<file path="src/rtl/vid_pattern_gen.sv">
// Test-pattern source for the DVI path: re-times DE/HS/VS by two cycles and
// paints one of several patterns, measuring the raster and animating a box.
module vid_pattern_gen #(
    parameter int BOX_MAX = 255
) (
    input  logic        PIX_CLK,
    input  logic        RESET_N,
    input  logic        DE_IN,
    input  logic        HS_IN,
    input  logic        VS_IN,
    input  logic        VS_STROBE_IN,
    input  logic [10:0] H_CNT,
    input  logic [10:0] V_CNT,
    input  logic [2:0]  PATTERN_SEL,
    input  logic [23:0] FG_COLOR,
    input  logic [7:0]  BOX_SIZE,
    output logic        DE,
    output logic        HS,
    output logic        VS,
    output logic [7:0]  RED,
    output logic [7:0]  GREEN,
    output logic [7:0]  BLUE,
    output logic [10:0] ACT_W,
    output logic [10:0] ACT_H,
    output logic [15:0] FRAME_CNT
);

    localparam logic [2:0]  PAT_SOLID  = 3'd0;
    localparam logic [2:0]  PAT_BARS   = 3'd1;
    localparam logic [2:0]  PAT_CHECK  = 3'd2;
    localparam logic [2:0]  PAT_RAMP   = 3'd3;
    localparam logic [2:0]  PAT_BOX    = 3'd4;
    localparam logic [2:0]  PAT_BORDER = 3'd5;
    localparam logic [10:0] CNT_MAX    = 11'h7FF;
    localparam logic [7:0]  BOX_LIM    = 8'(BOX_MAX);
    localparam logic [23:0] WHITE      = 24'hFFFFFF;

    logic        de_s1;
    logic        hs_s1;
    logic        vs_s1;
    logic [10:0] h_s1;
    logic [10:0] v_s1;

    logic [10:0] run_cnt;
    logic [10:0] line_cnt;
    logic [10:0] line_nxt;
    logic        de_fall;
    logic [2:0]  pat_act;

    logic [10:0] box_x;
    logic [10:0] box_y;
    logic        dx_neg;
    logic        dy_neg;
    logic [7:0]  box_eff;
    logic [10:0] x_lim;
    logic [10:0] y_lim;
    logic [11:0] x_step;
    logic [11:0] y_step;

    logic [11:0] x_end;
    logic [11:0] y_end;
    logic        in_box;
    logic        on_border;
    logic [23:0] pix;

    // Largest legal origin along one axis so the box stays inside the raster.
    function automatic logic [10:0] span_lim(input logic [10:0] act, input logic [7:0] sz);
        logic [10:0] sz_w;
        sz_w = {3'b000, sz};
        return (act > sz_w) ? (act - sz_w) : 11'd0;
    endfunction

    // Returns {new_dir_neg, new_pos} for one bounce step along one axis.
    function automatic logic [11:0] bounce(input logic [10:0] pos, input logic neg,
                                           input logic [10:0] lim);
        logic [10:0] p;
        logic        n;
        p = pos;
        n = neg;
        if (!neg) begin
            if (pos >= lim) begin
                n = 1'b1;
                p = (pos != 11'd0) ? (pos - 11'd1) : 11'd0;
            end else begin
                p = pos + 11'd1;
            end
        end else if (pos == 11'd0) begin
            n = 1'b0;
            p = (lim != 11'd0) ? 11'd1 : 11'd0;
        end else begin
            p = pos - 11'd1;
        end
        return {n, p};
    endfunction

    // Stage 1: plain registration of the timing stream.
    always_ff @(posedge PIX_CLK or negedge RESET_N) begin
        if (!RESET_N) begin
            de_s1 <= 1'b0;
            hs_s1 <= 1'b0;
            vs_s1 <= 1'b0;
            h_s1  <= '0;
            v_s1  <= '0;
        end else begin
            de_s1 <= DE_IN;
            hs_s1 <= HS_IN;
            vs_s1 <= VS_IN;
            h_s1  <= H_CNT;
            v_s1  <= V_CNT;
        end
    end

    assign de_fall  = de_s1 & ~DE_IN;
    assign line_nxt = (line_cnt == CNT_MAX) ? CNT_MAX : (line_cnt + 11'd1);

    always_ff @(posedge PIX_CLK or negedge RESET_N) begin
        if (!RESET_N) begin
            run_cnt <= '0;
            ACT_W   <= '0;
        end else begin
            if (DE_IN) begin
                run_cnt <= (run_cnt == CNT_MAX) ? CNT_MAX : (run_cnt + 11'd1);
            end else begin
                run_cnt <= '0;
            end
            if (de_fall) begin
                ACT_W <= run_cnt;
            end
        end
    end

    // A line ending on the strobe edge still belongs to the frame being closed.
    always_ff @(posedge PIX_CLK or negedge RESET_N) begin
        if (!RESET_N) begin
            line_cnt  <= '0;
            ACT_H     <= '0;
            FRAME_CNT <= '0;
            pat_act   <= PAT_SOLID;
        end else if (VS_STROBE_IN) begin
            ACT_H     <= de_fall ? line_nxt : line_cnt;
            line_cnt  <= '0;
            FRAME_CNT <= FRAME_CNT + 16'd1;
            pat_act   <= PATTERN_SEL;
        end else if (de_fall) begin
            line_cnt <= line_nxt;
        end
    end

    assign box_eff = (BOX_SIZE > BOX_LIM) ? BOX_LIM : BOX_SIZE;
    assign x_lim   = span_lim(ACT_W, box_eff);
    assign y_lim   = span_lim(ACT_H, box_eff);
    assign x_step  = bounce(box_x, dx_neg, x_lim);
    assign y_step  = bounce(box_y, dy_neg, y_lim);

    always_ff @(posedge PIX_CLK or negedge RESET_N) begin
        if (!RESET_N) begin
            box_x  <= '0;
            box_y  <= '0;
            dx_neg <= 1'b0;
            dy_neg <= 1'b0;
        end else if (VS_STROBE_IN) begin
            box_x  <= x_step[10:0];
            dx_neg <= x_step[11];
            box_y  <= y_step[10:0];
            dy_neg <= y_step[11];
        end
    end

    // Stage 2 pattern decode; 12-bit box bounds cannot wrap.
    assign x_end  = {1'b0, box_x} + {4'b0000, box_eff};
    assign y_end  = {1'b0, box_y} + {4'b0000, box_eff};
    assign in_box = ({1'b0, h_s1} >= {1'b0, box_x}) && ({1'b0, h_s1} < x_end) &&
                    ({1'b0, v_s1} >= {1'b0, box_y}) && ({1'b0, v_s1} < y_end);
    assign on_border = (ACT_W != 11'd0) && (ACT_H != 11'd0) &&
                       ((h_s1 == 11'd0) || (h_s1 == (ACT_W - 11'd1)) ||
                        (v_s1 == 11'd0) || (v_s1 == (ACT_H - 11'd1)));

    always_comb begin
        pix = '0;
        case (pat_act)
            PAT_SOLID:  pix = FG_COLOR;
            PAT_BARS: begin
                // Bar index h[9:7]: R off for bars 2,3,6,7; G off for 4-7; B off for odd bars.
                if (!h_s1[10]) begin
                    pix = {{8{~h_s1[8]}}, {8{~h_s1[9]}}, {8{~h_s1[7]}}};
                end
            end
            PAT_CHECK:  pix = (h_s1[5] ^ v_s1[5]) ? FG_COLOR : 24'h000000;
            PAT_RAMP:   pix = {h_s1[7:0], h_s1[7:0], h_s1[7:0]};
            PAT_BOX:    pix = in_box ? FG_COLOR : 24'h000000;
            PAT_BORDER: pix = on_border ? WHITE : 24'h000000;
            default:    pix = '0;
        endcase
        if (!de_s1) begin
            pix = '0;
        end
    end

    always_ff @(posedge PIX_CLK or negedge RESET_N) begin
        if (!RESET_N) begin
            DE    <= 1'b0;
            HS    <= 1'b0;
            VS    <= 1'b0;
            RED   <= '0;
            GREEN <= '0;
            BLUE  <= '0;
        end else begin
            DE    <= de_s1;
            HS    <= hs_s1;
            VS    <= vs_s1;
            RED   <= pix[23:16];
            GREEN <= pix[15:8];
            BLUE  <= pix[7:0];
        end
    end

endmodule
</file>
<file path="config.mk">
export PLATFORM = sky130hd
export DESIGN_NAME = vid_pattern_gen
export DESIGN_NICKNAME = d
export VERILOG_FILES = /design/src/rtl/vid_pattern_gen.sv
export SDC_FILE = /design/constraint.sdc
export NUM_CORES = 1
export LEC_CHECK = 0
export CELL_PAD_IN_SITES_DETAIL_PLACEMENT = 0
export CELL_PAD_IN_SITES_GLOBAL_PLACEMENT = 1
export CORE_MARGIN = 4
export CORE_UTILIZATION = 44
export CTS_BUF_LIST = sky130_fd_sc_hd__clkbuf_4 sky130_fd_sc_hd__clkbuf_8
export CTS_CLUSTER_DIAMETER = 60
export DETAILED_ROUTE_END_ITERATION = 10
export PLACE_DENSITY_LB_ADDON = 0.1
export SLEW_MARGIN = 20
export SYNTH_ARGS = -nofsm -noshare
export SYNTH_HDL_FRONTEND = slang
export SYNTH_SLANG_ARGS = --single-unit
</file>
<file path="constraint.sdc">
create_clock -name PIX_CLK -period 5.6 [get_ports PIX_CLK]
set_input_delay 0.56 -clock PIX_CLK [delete_from_list [all_inputs] [get_ports PIX_CLK]]
set_output_delay 0.56 -clock PIX_CLK [all_outputs]
set_load 0.005 [all_outputs]
</file>
==> results of run 1 <==
==> worst max-delay path, stage by stage <==
cell,delay (ps)
clkdlybuf4s50_1,550
ha_1,310
fa_1,420
a21o_1,180
a21oi_1,230
o21bai_1,100
a21oi_1,280
o21bai_1,100
a21oi_1,240
nor2_1,80
xnor2_1,130
ha_1,300
a211oi_1,280
o2111ai_1,160
and3b_1,210
o31ai_1,130
o31a_1,260
buf_4,300
nand4_1,140
a41oi_1,270
==> worst paths after layout <==
kind                            slack (ps)  cells past startpoint        start    endpoint
worst max register to register         910                     19     box_x[0]    GREEN[1]
min in group PIX_CLK                   360                      0        vs_s1          VS
worst min register to register         360                      0        vs_s1          VS
worst max-delay path                   730                     20  BOX_SIZE[0]    GREEN[1]
max in group asynchronous             4270                      2      RESET_N  run_cnt[9]
worst min-delay path                   190                      1      RESET_N    box_x[3]
==> kinds of logic after synthesis <==
group / synth area share
AOI/OAI and AO/OA: 0.177
xor gates and xnor gates: 0.0737
adders and majority gates: 0.137
buffers and inverters: 0.0458
DFF: 0.337
muxes: 0.0309
and+or+nand+nor: 0.198
==> flip-flops by register name (all words and copies together), names as in the netlist, 11 cells and up <==
register,count
FRAME_CNT,16
ACT_H,11
ACT_W,11
box_x,11
box_y,11
h_s1,11
line_cnt,11
run_cnt,11
v_s1,11
==> stage by stage <==
step | instances | hold slack (ps) | worst slack, ps | area (µm²) | util
3_3_place_gp | 1539 | 334 | 284 | 11800 | 0.517
3_5_place_dp | 1539 | 339 | 310 | 11800 | 0.517
4_1_cts | 1571 | 218 | 748 | 12200 | 0.535
6_report | 1571 | 186 | 728 | 12200 | 0.535
5_1_grt | 1571 | 269 | 422 | 12200 | 0.535
2_1_floorplan | 1130 | 264 | 1410 | 10300 | -
==> layout by cell type, fill, tap and decap left out, drive strengths merged, types with 12 or more instances in the layout <==
cell type and instances:
inv 64, xor2 41, a21boi 15, nand4 45, buf 12, mux2i 15
nand2b 13, nor2 90, clkbuf 17, dfrtp 139, nor2b 14, o21ai 48
nand2 95, o21a 15, mux2 15, ha 107, xnor2 46, o31ai 14
a21oi 66, nor3 28, clkdlybuf4s50 125, nand3 49, and3 14, a41oi 26
==> layer usage <==
layer | part of all wire | up-vias | track usage | wire, µm
li1 | - | 4391 | - | -
met1 | 0.48 | 4290 | 0.321 | 14300
met2 | 0.46 | 208 | 0.361 | 13500
met3 | 0.041 | 33 | 0.0388 | 1210
met4 | 0.016 | 0 | 0.0628 | 469
met5 | 0 | - | 0 | 0
==> report_power, final <==
| part | switching [mW] | internal, mW | total, mW |
|---|---|---|---|
| Clock | 0.496 | 0.377 | 0.873 |
| Combinational | 1.15 | 0.934 | 2.08 |
| Sequential | 0.300 | 1.14 | 1.44 |
==> cell type report <==
cell class,count,area share
Clock inverter,15,0.0143
Sequential cell,139,0.285
Timing Repair Buffer,137,0.110
Inverter,56,0.0172
Tap cell,313,0.0320
Clock buffer,17,0.0191
Multi-Input combinational cell,894,0.523
==> key figures, run 1 <==
Run status
  – Status: complete, no violations

STA
  – Slew Limit Fails: 0
  – RSZ-0062 raised after global routing: false
  – Worst slew margin: 0.245
  – Crit share post-route: 0.870
  – Hold Fails Final Rpt: 0
  – Clk_skew: 19.2 ps
  – Fmax: about 0.2 GHz
  – Slew @ Worst Pin: 1130 ps
  – Final min period: 4870 ps
  – Final setup fails: 0
  – Setup TNS: 0 ps

Final layout
  – Area Overhead vs Synth: 18.3%
  – Ant. Diodes: 0
  – Layout cell share with drive strength beyond 1: 0.0692
  – Area occupied by multi-input gates: 6390 µm²
  – Net count, final: 1419
  – Reg area: 3480 µm²
  – Fillers: about 2200

Synth
  – Gate Count Post-Synth: 1130
  – Synth unique cells: 81
  – Syn_nets: 1304
  – Syn_area_per_cell: 9.14 µm²
  – Synthesis Warnings: 0
  – Yosys top cell by area: dfrtp_1
  – Top-area cell type share of the netlist area: 0.337
  – Number of flops mapped to enable cells by yosys: 0
  – Count leader, synth: dfrtp_1
  – Synthesized cell area: 10300 µm²
  – Synth Flop Type: dfrtp_1
  – Dominant cells by area after synthesis: dfrtp_1 34%, ha_1 13%, xnor2_1 3.9%, xor2_1 3.5%, nand2_1 3.5%
  – Ys async rst share: 1.00
  – Commonest cells post-synth: 139 x dfrtp_1, 107 x ha_1, 95 x nand2_1
  – Seq cells post-synth: 139
  – Seq/Total Area, Yosys: 0.337

GRT
  – Tot GR Track Use: 0.227
  – Initial antenna violation count: 0
  – Vias in the first global route: 8642
  – Largest net degree at the start of global routing: 100
  – First-pass GRT wire length: 47400 µm
  – Global route total overflow: 0

Clock tree
  – Clock-pin slew on the worst setup and hold paths: about 100 ps
  – # resized after CTS: 0
  – H-tree depth: 4
  – TritonCTS clock tree: done
  – Inserted Clock Buffers: 17
  – Clock root buffer: clkbuf_8
  – Hold bufs inserted after CTS: 0
  – Max Root-Sink Buffers: 2
  – Post-CTS setup buffer count: 0
  – Clk_lat worst skew: 470 ps
  – Clock sink total: 139

Setup path
  – Worst path required time: 5970 ps
  – CP max FO: 24
  – Critical setup path kind: input port to flop
  – Crit path DAT: 5240 ps
  – Startpoint Class: input port
  – CP endpoint kind: flop

Floorplanning
  – Die width: 161 µm
  – Die area: 26000 µm²
  – Initial Util: 0.452
  – Core area: about 23000 µm²
  – I/O Pins: 128
  – # rows: 55
  – Die Height: 161 µm

Detailed routing
  – Antenna-violating nets left: 0
  – Vias: 8922
  – Final WL: 29500 µm
  – Wirelength per Cell: ~19 µm
  – DRC Markers: 0
  – DR vias/cell: 5.68
  – Detailed Route Iter0 Violations: 491
  – Pre-Repair DR Iteration Count: 6

Power and ir drop
  – Total power: roughly 4.4 mW
  – Leak: 5.18 nW
  – Power per cell area: ~360 nW/µm²
  – Peak supply drop: 176 µV

Placed design
  – GP Congestion: 0.916
  – PortBufs: 127
  – Detail Placement HPWL: 21900 µm

Job
  – Maxcap violations: 0

Min path
  – Type of the tightest min-delay check: input port to async pin
No activity file was read; power rests on OpenSTA's default activity.
==> inputs of run 2 (changes only) <==
--- a/config.mk
+++ b/config.mk
@@ -7,10 +7,12 @@
 export LEC_CHECK = 0
 export CELL_PAD_IN_SITES_DETAIL_PLACEMENT = 0
 export CELL_PAD_IN_SITES_GLOBAL_PLACEMENT = 1
+export CORE_ASPECT_RATIO = 0.75
 export CORE_MARGIN = 4
 export CORE_UTILIZATION = 44
 export CTS_BUF_LIST = sky130_fd_sc_hd__clkbuf_4 sky130_fd_sc_hd__clkbuf_8
 export CTS_CLUSTER_DIAMETER = 60
+export CTS_CLUSTER_SIZE = 28
 export DETAILED_ROUTE_END_ITERATION = 10
 export PLACE_DENSITY_LB_ADDON = 0.1
 export SLEW_MARGIN = 20
==> run 2 against run 1 <==
- critical endpoint is now BLUE[3]
- clock power down 7.3%
- first-iteration DRC count is 57% higher
- largest cell class unchanged
- clock-buffer cell count rose by 1
- critical path depth unchanged
- clock skew is 0.79 ps higher
- sequential power barely moved
- fmax fell by 4.1%
- combinational power barely moved
- sequential share of layout area up 0.12 points
- global-route usage rose by 0.76 points
- die area about the same
==> key figures, run 2 (synthesized netlist as in run 1, its figures left out) <==
Job
  – Maxcap violations: 0 (unchanged)

Floorplanning
  – Die width: 185 µm (+15%)
  – # rows: 48 (-13%)
  – Die Height: 141 µm (-13%)
  – Core area: 23100 µm² (+0.94%)
  – I/O Pins: 128 (unchanged)
  – Initial Util: 0.448 (-0.00422)
  – Die area: 26000 µm² (about the same)

Setup path
  – CP max FO: 24 (unchanged)
  – Crit path max-delay family: compound AO/OA/AOI/OAI gates
  – Worst Setup SP: BOX_SIZE[0]
  – Reg2reg path depth: 19 (unchanged)
  – Critical setup path kind: input port to flop
  – Startpoint Class: input port
  – R2r setup slk: 820 ps (-90 ps)
  – Crit path DAT: 5430 ps (+190 ps)
  – Buffers & Inverters on Critical Path: 2 (unchanged)
  – Critical Path Stages: 20 (unchanged)
  – CP endpoint kind: flop
  – Start of the worst register-to-register path: box_x[0]
  – Most used cell, CP: a21oi_1
  – Worst path required time: 5950 ps (-20 ps)
  – Worst path slowest cell: clkdlybuf4s50_1
  – Slowest stage delay, CP: 600 ps (+50 ps)
  – FF-to-FF End: BLUE[3]
  – Worst path cell trace: clkdlybuf4s50_1 -> ha_1 -> fa_1 -> a21o_1 -> a21oi_1 -> o21bai_1 -> a21oi_1 -> o21bai_1 -> a21oi_1 -> nor2_1 -> xnor2_1 -> ha_1 -> a211oi_1 -> o2111ai_1 -> and3b_1 -> o31ai_1 -> o31a_1 -> buf_4 -> nand4_1 -> a41oi_1

Power and ir drop
  – Leak: 5.17 nW (-0.37%)
  – Clock share of power: 0.187 (-0.012)
  – P_sw: 1.90 mW (-2.3%)
  – Power Internal: 2.44 mW (-0.47%)
  – Switching part of the total: 0.438 (-0.00447)
  – Peak supply drop: 270 µV (+53%)
  – Logic gate share of total power: 0.482 (+0.008)
  – Power per cell area: 356 nW/µm² (-0.86%)
  – Sequential share of power: 0.331 (+0.004)

STA
  – Final min period: 5080 ps (+210 ps)
  – Crit share post-route: 0.908 (+0.0376)
  – Hold Fails Final Rpt: 0 (unchanged)
  – Slew Limit Fails: 0 (unchanged)
  – Worst Slack Setup Final: 518 ps (-210 ps)
  – Final setup fails: 0 (unchanged)
  – Worst slew margin: 0.247 (+0.00258)
  – Slew @ Worst Pin: 1130 ps (-3.87 ps)
  – Fmax: 0.197 GHz (-4.1%)
  – Setup TNS: 0 ps (unchanged)
  – RSZ-0062 raised after global routing: false
  – Clk_skew: 20.0 ps (+0.785 ps)

Detailed routing
  – DRC Markers: 0 (unchanged)
  – Wirelength per Cell: 19.3 µm (+2.9%)
  – Detailed Route Iter0 Violations: 771 (+57%)
  – Antenna-violating nets left: 0 (unchanged)
  – Pre-Repair DR Iteration Count: 5 (-1)
  – DR vias/cell: 5.71 (+0.46%)
  – Vias: 8889 (-0.37%)
  – Final WL: 30100 µm (+2.0%)

GRT
  – Initial antenna violation count: 0 (unchanged)
  – Largest net degree at the start of global routing: 86 (-14%)
  – First-pass GRT wire length: 48400 µm (+2.1%)
  – Tot GR Track Use: 0.234 (+0.00760)
  – Global route total overflow: 0 (unchanged)
  – Vias in the first global route: 8585 (-0.66%)

Clock tree
  – # resized after CTS: 0 (unchanged)
  – Hold bufs inserted after CTS: 0 (unchanged)
  – Clock-pin slew on the worst setup and hold paths: 90 ps (about the same)
  – Clock sink total: 139 (unchanged)
  – Max Root-Sink Buffers: 2 (unchanged)
  – Post-CTS setup buffer count: 0 (unchanged)
  – H-tree depth: 4 (unchanged)
  – TritonCTS clock tree: done
  – Clk_lat worst skew: 470 ps (about the same)
  – Inserted Clock Buffers: 17 (unchanged)
  – Clock root buffer: clkbuf_8

Final layout
  – Net count, final: 1419 (unchanged)
  – Fillers: 2159 (-0.18%)
  – Max FFs per register: 16 (unchanged)
  – Layout cell share with drive strength beyond 1: 0.0692 (unchanged)
  – Ant. Diodes: 0 (unchanged)
  – Register name with the most flops: FRAME_CNT
  – Area Overhead vs Synth: 17.8%
  – Commonest cells after routing, fill and taps aside: 139 x dfrtp_1, 125 x clkdlybuf4s50_1, 107 x ha_1
  – Commonest non-fill, non-tap cell in the layout: dfrtp_1

Placed design
  – Detail Placement HPWL: 22600 µm (+3.2%)
  – PortBufs: 127 (unchanged)
  – GP Congestion: 0.907 (-1.0%)
  – Place WS: 150 ps (-160 ps)

Run status
  – Status: complete, no violations

Min path
  – Type of the tightest min-delay check: input port to async pin
==> run 2: cell count changes in the layout (fill, tap and decap cells not counted) <==
cell,before,now
clkinvlp_4,2,4
clkbuf_4,0,1
clkinv_8,2,0
inv_8,4,1
clkinv_2,0,2
==> run 2: layout make-up <==
cell class                      instances  area [µm²]  share of cell area
Clock buffer                           18         241              0.0198
Inverter                               56         210              0.0173
Tap cell                              300         375              0.0308
Multi-Input combinational cell        894        6390               0.525
Timing Repair Buffer                  137        1340               0.110
Clock inverter                         14         134              0.0110
Sequential cell                       139        3480               0.286
==> run 2: worst max path at each step <==
| stage | to | slack (ps) |
|---|---|---|
| 2_1_floorplan | box_x[2] | 1410 |
| 3_3_place_gp | GREEN[3] | 130 |
| 3_5_place_dp | RED[7] | 150 |
| 4_1_cts | RED[7] | 620 |
| 5_1_grt | GREEN[6] | 290 |
| 6_report | BLUE[3] | 520 |
==> run 2: metal layers <==
| metal | GRT usage | wire length [µm] | vias up |
|---|---|---|---|
| met5 | 0 | 0 | - |
| met4 | 0.0425 | 291 | 0 |
| met3 | 0.0526 | 1700 | 18 |
| met2 | 0.326 | 12400 | 236 |
| met1 | 0.372 | 15800 | 4237 |
| li1 | - | - | 4398 |
==> run 2: power groups by stage <==
stage               clock [mW]  combinational (mW)  sequential [mW]
finish                   0.809                2.09             1.44
global route             0.877                2.37             1.46
CTS                      0.835                2.09             1.43
detailed placement           0                2.07             1.45
global placement             0                2.04             1.45
floorplan                    0                1.56             1.32
==> run 2: metrics by stage <==
stage	cell area (µm²)	cells	hold WS, ps	util	power (mW)
CTS	12200	1558	153	0.528	4.35
global route	12200	1558	185	0.528	4.71
detailed placement	11800	1526	337	0.512	3.52
finish	12200	1558	141	0.528	4.34
floorplan	10300	1130	264	-	2.88
global placement	11800	1526	333	0.511	3.49
==> run 2: worst reg2reg max path: cells and delay by family (launching register included) <==
kind	cells	cell delay (ps)
simple gates	3	460
flops	1	490
fa+ha+maj	3	1000
xor+xnor	1	140
compound gates	11	2320
buf+inv	1	300
